**src/rtl/scc_pkg.sv**
```systemverilog
// Shared types and constants for the SCC memory/writeback stage: memory-op
// encoding, stage FSM encoding, flag bit positions and default widths.
package scc_pkg;

  localparam int SCC_DATA_W = 16;
  localparam int SCC_REG_AW = 3;

  typedef enum logic [1:0] {
    MEM_NONE  = 2'b00,
    MEM_LOAD  = 2'b01,
    MEM_STORE = 2'b10,
    MEM_RSVD  = 2'b11
  } mem_op_t;

  typedef enum logic [1:0] {
    WB_IDLE   = 2'd0,
    WB_ACCESS = 2'd1,
    WB_COMMIT = 2'd2
  } wb_state_t;

  // Bit positions inside the {N,Z,C,V} flags word.
  localparam int FLAG_N = 3;
  localparam int FLAG_Z = 2;
  localparam int FLAG_C = 1;
  localparam int FLAG_V = 0;

  // The reserved encoding is treated like "none": only load/store touch memory.
  function automatic logic is_mem_access(input logic [1:0] op);
    return (op == MEM_LOAD) || (op == MEM_STORE);
  endfunction

endpackage

```
**src/rtl/mem_wb_stage_if.sv**
```systemverilog
// Memory request/acknowledge port of the SCC memory/writeback stage.
// The stage is the master; the memory system is the slave.
interface mem_wb_stage_if #(
  parameter int DATA_W = 16
) ();
  // Handshake: the master raises mem_req with mem_we/mem_addr/mem_wdata and
  // holds all four stable until it samples mem_ack high on a rising edge;
  // mem_rdata is only meaningful in that same cycle, and mem_req drops the
  // cycle after the ack.
  logic              mem_req;
  logic              mem_we;
  logic [DATA_W-1:0] mem_addr;
  logic [DATA_W-1:0] mem_wdata;
  logic [DATA_W-1:0] mem_rdata;
  logic              mem_ack;

  modport master (
    output mem_req, mem_we, mem_addr, mem_wdata,
    input  mem_rdata, mem_ack
  );

  modport slave (
    input  mem_req, mem_we, mem_addr, mem_wdata,
    output mem_rdata, mem_ack
  );
endinterface

```
**src/rtl/scc_reg_file.sv**
```systemverilog
// 2**REG_AW x DATA_W register file: two combinational read ports, one
// synchronous write port. Define WB_BYPASS_EN to forward same-cycle writes.
module scc_reg_file
  import scc_pkg::*;
#(
  parameter int DATA_W = SCC_DATA_W,
  parameter int REG_AW = SCC_REG_AW
) (
  input  logic              clk,
  input  logic              rst,
  input  logic              we,
  input  logic [REG_AW-1:0] wr_addr,
  input  logic [DATA_W-1:0] wr_data,
  input  logic [REG_AW-1:0] rd_addr_a,
  input  logic [REG_AW-1:0] rd_addr_b,
  output logic [DATA_W-1:0] rd_data_a,
  output logic [DATA_W-1:0] rd_data_b
);

  localparam int DEPTH = 1 << REG_AW;

  logic [DATA_W-1:0] regs [DEPTH];

  always_ff @(posedge clk) begin
    if (rst) begin
      for (int i = 0; i < DEPTH; i++) begin
        regs[i] <= '0;
      end
    end else if (we) begin
      regs[wr_addr] <= wr_data;
    end
  end

`ifdef WB_BYPASS_EN
  // A read of the register being committed sees the incoming value.
  always_comb begin
    rd_data_a = regs[rd_addr_a];
    rd_data_b = regs[rd_addr_b];
    if (we && (wr_addr == rd_addr_a)) rd_data_a = wr_data;
    if (we && (wr_addr == rd_addr_b)) rd_data_b = wr_data;
  end
`else
  always_comb begin
    rd_data_a = regs[rd_addr_a];
    rd_data_b = regs[rd_addr_b];
  end
`endif

endmodule

```
**src/rtl/mem_wb_stage.sv**
```systemverilog
// SCC memory-access and writeback stage: optional load/store over a req/ack
// port, then commit to the register file and flags. Optional: WB_BYPASS_EN.
module mem_wb_stage
  import scc_pkg::*;
#(
  parameter int DATA_W = SCC_DATA_W,
  parameter int REG_AW = SCC_REG_AW
) (
  input  logic              clk,
  input  logic              rst,
  // Execute -> stage: an instruction transfers on a rising edge where
  // ex_valid and ex_ready are both high; ex_ready does not depend on ex_valid.
  input  logic              ex_valid,
  output logic              ex_ready,
  input  logic [DATA_W-1:0] ex_result,
  input  logic [REG_AW-1:0] ex_dest_reg,
  input  logic              ex_wr_en,
  input  logic [3:0]        ex_flags,
  input  logic              ex_flags_en,
  input  logic [1:0]        ex_mem_op,
  input  logic [DATA_W-1:0] ex_addr,
  input  logic [DATA_W-1:0] ex_store_data,
  mem_wb_stage_if.master    mem,
  input  logic [REG_AW-1:0] rd_addr_a,
  input  logic [REG_AW-1:0] rd_addr_b,
  output logic [DATA_W-1:0] rd_data_a,
  output logic [DATA_W-1:0] rd_data_b,
  output logic [3:0]        flags,
  output logic [15:0]       retire_count,
  output logic [1:0]        state
);

  localparam logic [1:0] IDLE   = 2'(WB_IDLE);
  localparam logic [1:0] ACCESS = 2'(WB_ACCESS);
  localparam logic [1:0] COMMIT = 2'(WB_COMMIT);

  logic              accept;
  logic              commit;
  logic              lat_is_load;
  logic              lat_is_store;
  logic              reg_we;
  logic              flags_we;
  logic [3:0]        flags_q;

  logic [DATA_W-1:0] lat_result;
  logic [REG_AW-1:0] lat_dest;
  logic              lat_wr_en;
  logic [3:0]        lat_flags;
  logic              lat_flags_en;
  logic [1:0]        lat_mem_op;

  assign ex_ready     = (state != ACCESS);
  assign accept       = ex_valid & ex_ready;
  assign commit       = (state == COMMIT);
  assign lat_is_load  = (lat_mem_op == MEM_LOAD);
  assign lat_is_store = (lat_mem_op == MEM_STORE);
  assign reg_we       = commit & lat_wr_en & ~lat_is_store;
  assign flags_we     = commit & lat_flags_en & ~lat_is_load;

  always_ff @(posedge clk) begin
    if (rst) begin
      state         <= IDLE;
      mem.mem_req   <= 1'b0;
      mem.mem_we    <= 1'b0;
      mem.mem_addr  <= '0;
      mem.mem_wdata <= '0;
      flags_q       <= '0;
      retire_count  <= '0;
      lat_result    <= '0;
      lat_dest      <= '0;
      lat_wr_en     <= 1'b0;
      lat_flags     <= '0;
      lat_flags_en  <= 1'b0;
      lat_mem_op    <= '0;
    end else begin
      if (flags_we) flags_q <= lat_flags;
      if (commit)   retire_count <= retire_count + 16'd1;

      case (state)
        ACCESS: begin
          if (mem.mem_ack) begin
            mem.mem_req <= 1'b0;
            if (lat_is_load) lat_result <= mem.mem_rdata;
            state <= COMMIT;
          end
        end
        default: begin
          // IDLE and COMMIT both accept; in COMMIT the retiring instruction's
          // fields are consumed this edge, so overwriting them is safe.
          if (accept) begin
            lat_result   <= ex_result;
            lat_dest     <= ex_dest_reg;
            lat_wr_en    <= ex_wr_en;
            lat_flags    <= ex_flags;
            lat_flags_en <= ex_flags_en;
            lat_mem_op   <= ex_mem_op;
            if (is_mem_access(ex_mem_op)) begin
              state         <= ACCESS;
              mem.mem_req   <= 1'b1;
              mem.mem_we    <= (ex_mem_op == MEM_STORE);
              mem.mem_addr  <= ex_addr;
              mem.mem_wdata <= ex_store_data;
            end else begin
              state <= COMMIT;
            end
          end else begin
            state <= IDLE;
          end
        end
      endcase
    end
  end

`ifdef WB_BYPASS_EN
  assign flags = flags_we ? lat_flags : flags_q;
`else
  assign flags = flags_q;
`endif

  scc_reg_file #(
    .DATA_W (DATA_W),
    .REG_AW (REG_AW)
  ) u_reg_file (
    .clk       (clk),
    .rst       (rst),
    .we        (reg_we),
    .wr_addr   (lat_dest),
    .wr_data   (lat_result),
    .rd_addr_a (rd_addr_a),
    .rd_addr_b (rd_addr_b),
    .rd_data_a (rd_data_a),
    .rd_data_b (rd_data_b)
  );

endmodule

```
**src/flat_wrapper.sv**
```systemverilog
// flat-port wrapper written by rule: the top's interface ports become plain ports
module mem_wb_stage_flat import scc_pkg::*;
#(
  parameter int DATA_W = SCC_DATA_W,
  parameter int REG_AW = SCC_REG_AW
)
  (clk, rst, ex_valid, ex_ready, ex_result, ex_dest_reg, ex_wr_en, ex_flags, ex_flags_en, ex_mem_op, ex_addr, ex_store_data, rd_addr_a, rd_addr_b, rd_data_a, rd_data_b, flags, retire_count, state, mem_mem_req, mem_mem_we, mem_mem_addr, mem_mem_wdata, mem_mem_rdata, mem_mem_ack);
  mem_wb_stage_if #(.DATA_W(DATA_W)) mem_i ();
  input  logic clk;
  input  logic rst;
  input  logic ex_valid;
  output logic ex_ready;
  input  logic [DATA_W-1:0] ex_result;
  input  logic [REG_AW-1:0] ex_dest_reg;
  input  logic ex_wr_en;
  input  logic [3:0] ex_flags;
  input  logic ex_flags_en;
  input  logic [1:0] ex_mem_op;
  input  logic [DATA_W-1:0] ex_addr;
  input  logic [DATA_W-1:0] ex_store_data;
  input  logic [REG_AW-1:0] rd_addr_a;
  input  logic [REG_AW-1:0] rd_addr_b;
  output logic [DATA_W-1:0] rd_data_a;
  output logic [DATA_W-1:0] rd_data_b;
  output logic [3:0] flags;
  output logic [15:0] retire_count;
  output logic [1:0] state;
  output wire logic [$bits(mem_i.mem_req)-1:0] mem_mem_req;
  output wire logic [$bits(mem_i.mem_we)-1:0] mem_mem_we;
  output wire logic [$bits(mem_i.mem_addr)-1:0] mem_mem_addr;
  output wire logic [$bits(mem_i.mem_wdata)-1:0] mem_mem_wdata;
  input wire logic [$bits(mem_i.mem_rdata)-1:0] mem_mem_rdata;
  input wire logic [$bits(mem_i.mem_ack)-1:0] mem_mem_ack;
  assign mem_mem_req = mem_i.mem_req;
  assign mem_mem_we = mem_i.mem_we;
  assign mem_mem_addr = mem_i.mem_addr;
  assign mem_mem_wdata = mem_i.mem_wdata;
  assign mem_i.mem_rdata = mem_mem_rdata;
  assign mem_i.mem_ack = mem_mem_ack;
  mem_wb_stage #(.DATA_W(DATA_W), .REG_AW(REG_AW)) u_core (.clk(clk), .rst(rst), .ex_valid(ex_valid), .ex_ready(ex_ready), .ex_result(ex_result), .ex_dest_reg(ex_dest_reg), .ex_wr_en(ex_wr_en), .ex_flags(ex_flags), .ex_flags_en(ex_flags_en), .ex_mem_op(ex_mem_op), .ex_addr(ex_addr), .ex_store_data(ex_store_data), .mem(mem_i), .rd_addr_a(rd_addr_a), .rd_addr_b(rd_addr_b), .rd_data_a(rd_data_a), .rd_data_b(rd_data_b), .flags(flags), .retire_count(retire_count), .state(state));
endmodule
```
**config.mk**
```make
export PLATFORM = sky130hd
export DESIGN_NAME = mem_wb_stage_flat
export DESIGN_NICKNAME = d
export VERILOG_FILES = /design/src/rtl/scc_pkg.sv /design/src/rtl/mem_wb_stage_if.sv /design/src/rtl/scc_reg_file.sv /design/src/rtl/mem_wb_stage.sv /design/src/flat_wrapper.sv
export SDC_FILE = /design/constraint.sdc
export NUM_CORES = 1
export LEC_CHECK = 0
export ABC_CLOCK_PERIOD_IN_PS = 8100
export BUFFER_PORTS_ARGS = -buffer_cell sky130_fd_sc_hd__buf_2
export CAP_MARGIN = 20
export CORE_ASPECT_RATIO = 1.1
export CORE_MARGIN = 2
export CORE_UTILIZATION = 50
export CTS_BUF_LIST = sky130_fd_sc_hd__clkbuf_4
export DETAILED_ROUTE_END_ITERATION = 8
export GPL_TIMING_DRIVEN = 1
export PLACE_DENSITY = 0.75
export RECOVER_POWER = 100
export SYNTH_ARGS = -nofsm -noshare
export SYNTH_HDL_FRONTEND = slang
export SYNTH_SLANG_ARGS = --single-unit
export TNS_END_PERCENT = 10
```
**constraint.sdc**
```tcl
create_clock -name clk -period 8.1 [get_ports clk]
set_input_delay 0.405 -clock clk [delete_from_list [all_inputs] [get_ports clk]]
set_output_delay 0.405 -clock clk [all_outputs]
set_load 0.05 [all_outputs]
```
==> metrics.md <==
| Metric | Value |
|---|---|
| Peak VDD IR | `about 0.14 mV` |
| Gate count after technology mapping | `833` |
| Worst setup path category | `reg -> reg` |
| # DRC | `0` |
| Post-synthesis register bit count | `between 200 and 250` |
| Distinct cells, synth | `36` |
| I/O pins | `roughly 170` |
| Hold path start | `ex_result[14]` |
| Synth Net Count | `920` |
| Fraction of layout cells with a size suffix above 1 | `26.1%` |
| Mux cell area share after synthesis | `between 10% and 20%` |
| Worst Setup SP | `u_core.state[1]` |
| Xor/xnor share of the synthesized area | `less than 1%` |
| Post-synthesis adder-cell area fraction | `0.250%` |
| Max Root-Sink Buffers | `3` |
| Commonest non-fill, non-tap cell in the layout | `nand2_1` |
| Wire length on met2 | `13.7 mm` |
| Setup violators final | `0` |
| Highest metal layer with signal wires | `met4` |
| Post-detail-place hpwl | `approximately 16 mm` |
| Number of global-route vias before repair | `~8000` |
| Sink Count | `between 200 and 250` |
| Main synth FF type | `edfxtp_1` |
| Post-synthesis compound-gate area fraction | `around 4.5%` |
| Net total in the final layout | `approximately 1200` |
| Post-Route Setup TNS | `0 ns` |
| TritonCTS clock tree | `done` |
| PnR worst setup slack | `around 3.7 ns` |
| Die area | `around 21000 sq um` |
| Post-layout minimum cycle time | `4.40 ns` |
| Fillers | `between 1500 and 2000` |
| Root Driver | `clkbuf_4` |
| Area Overhead vs Synth | `21.4%` |
| Worst skew pair latency | `around 0.65 ns` |
| Maxcap violations | `6` |
| Top cells by area, synth | `edfxtp_1 (38%), dfxtp_1 (17%), mux4_2 (14%)` |
| Initial antenna violation count | `1` |
| Largest net degree at the start of global routing | `97` |
| Headroom to the max-slew limit | `-104%` |
| Yosys top cell by area | `edfxtp_1` |
| DP Worst Slack | `~4.9 ns` |
| Iteration count of the initial detailed-routing pass | `5` |
| Fin. Hold Viols | `0` |
| Wire length on met1 | `between 10 and 15 mm` |
| Most frequent cells in the layout | `nand2_1 (157), nor2_1 (137), edfxtp_1 (128)` |
| Vias | `roughly 7700` |
| Overflow after GRT | `0` |
| Vias per cell | `~5.7` |
| Synth warn | `0` |
| Gr usage total | `around 26%` |
| Starting DRT DRC Count | `about 520` |
| Sequential fraction of the synthesis area | `around 55%` |
| Crit path launch type | `flip-flop` |
| Final WL | `between 20 and 30 mm` |
| Fmax achieved | `approximately 0.23 GHz` |
| Final Skew | `a little under 0.05 ns` |
| Leakage power | `between 4 and 5 nW` |
| Global placement routability congestion | `roughly 0.78` |
| Period utilisation layout | `~54%` |
| Main combinational cell family by area after synthesis | `multiplexers` |
| H-tree depth | `2` |
| Initial Utilization | `a little over 50%` |
| Post-synth ARST share | `0%` |
| Core Region | `slightly below 20000 sq um` |
| First-pass GRT wire length | `43.1 mm` |
| Cell area after synthesis | `around 10000 sq um` |
| Pwr dens | `just under 200 nW/um^2` |
| Wirelength per Cell | `around 20 um` |
| I/O Buffers | `approximately 170` |
| Met3 routed WL | `roughly 2.3 mm` |
| Die Y | `around 150 um` |
| Critical Path End Type | `flip-flop` |
| TritonCTS Buffers | `50` |
| CP arrival | `around 4.6 ns` |
| Post-CTS Setup Bufs | `0` |
| Clk slew on worst S/H paths | `around 0.07 ns` |
| Number of synthesized flops with an enable pin | `128` |
| Row Count | `between 50 and 60` |
| Failing checks | `capacitance limit, slew limit` |
| Simple-gate share of the synthesized area | `17.0%` |
| Max Slew Vio Count | `~200` |
| Crit-path max FO | `34` |
| Reg2Reg Launch Point | `u_core.state[1]` |
| Worst EP required | `8.33 ns` |
| Worst hold path class | `in -> reg` |
| Fin area | `12100 sq um` |
| RSZ-0062 raised after global routing | `no` |
| Placement Cell Area | `11000 sq um` |
| Status | `complete, but fails checks` |
| Tightest Pin Transition | `roughly 3.1 ns` |
| Die width | `approximately 140 um` |
| Synth top area share | `38.5%` |
| Average cell area after synthesis | `approximately 12 sq um` |
| Post-route ant nets | `0` |
[worst paths after layout]
path	endpoint	slack, ns	depth (start not counted)
setup / recovery	u_core.u_reg_file.regs[0][14]	3.70	5
hold / removal	u_core.lat_result[14]	0.06	3
setup reg to reg	u_core.u_reg_file.regs[0][14]	3.70	5
hold reg to reg	u_core.lat_flags[3]	0.46	2
[worst max-delay path: stages, from the launching register on]
cell,delay [ns]
dfxtp_1,0.38
nor2b_1,0.44
and4b_1,0.34
or3b_1,1.49
o21bai_1,0.52
clkbuf_1,0.81
[power by group]
group	internal (mW)	switching [mW]
logic	0.135	0.248
registers	1.18	0.0343
clock network	0.394	0.416
total	1.71	0.699
[cell usage after synthesis, types with 3 or more instances]
cell type and number:
and2_1 4, a311oi_1 16, xor2_1 10, mux2_2 35, and3_1 3, buf_2 15
mux2i_1 5, inv_1 4, nand2b_1 3, buf_1 3, clkbuf_1 42, edfxtp_1 128
nand3b_1 3, nor2_1 137, buf_8 3, a21oi_1 47, nand4_1 5, nand2_1 157
dfxtp_1 83, and4_1 4, nand3_1 7, nor2b_1 3, nor2_4 30, mux4_2 64
o21bai_1 8
[timing repair]
item	CTS	global route
hold endpoints to repair	58	0
resized for setup	0	0
hold buffers	72	0
[area by class of cell]
type	count	area, sq um	share of cell area, %
flip-flops and latches	211	5510	45.4
multi-input cells	552	4160	34.3
repair buffers	262	1550	12.8
clock buffers	69	518	4.27
well taps	252	315	2.60
clock inverters	17	71.3	0.588
inverters	4	15.0	0.124
diodes	1	2.50	0.0206
[kinds of logic after synthesis]
kind of cell | after synthesis
AO/OA/AOI/OAI | 73
XOR/XNOR | 11
adder cells (fa/ha/maj) | 2
buffers and inverters | 70
flip-flops | 211
multiplexers | 104
AND/OR/NAND/NOR | 362
[through the flow]
step	hold WS (ns)	power, mW	utilization (%)	instances
floorplan	0.432	1.49	-	833
global placement	0.438	1.59	55.7	1208
detailed placement	0.445	1.60	55.8	1209
CTS	0.00370	2.43	62.5	1367
global route	0.00304	2.51	61.5	1368
finish	0.0586	2.41	61.5	1368
[routing by layer]
metal  vias to the layer above  global-route usage, %
met2                       393                   45.1
met1                      3766                   31.5
met5                         -                      0
li1                       3512                      -
met3                        63                   6.07
met4                         0                   9.24
[sequential cells by signal, summed over array words and instances, names as in the netlist]
signal	count
u_core.lat_mem_op	2
u_core.lat_flags_en	1
u_core.mem.mem_addr	16
u_core.mem.mem_we	1
u_core.lat_flags	4
u_core.u_reg_file.regs	128
u_core.flags	4
u_core.retire_count	16
u_core.mem.mem_req	1
u_core.lat_result	16
u_core.lat_dest	3
u_core.lat_wr_en	1
u_core.state	2
u_core.mem.mem_wdata	16
(Power assumes the default switching activity.)
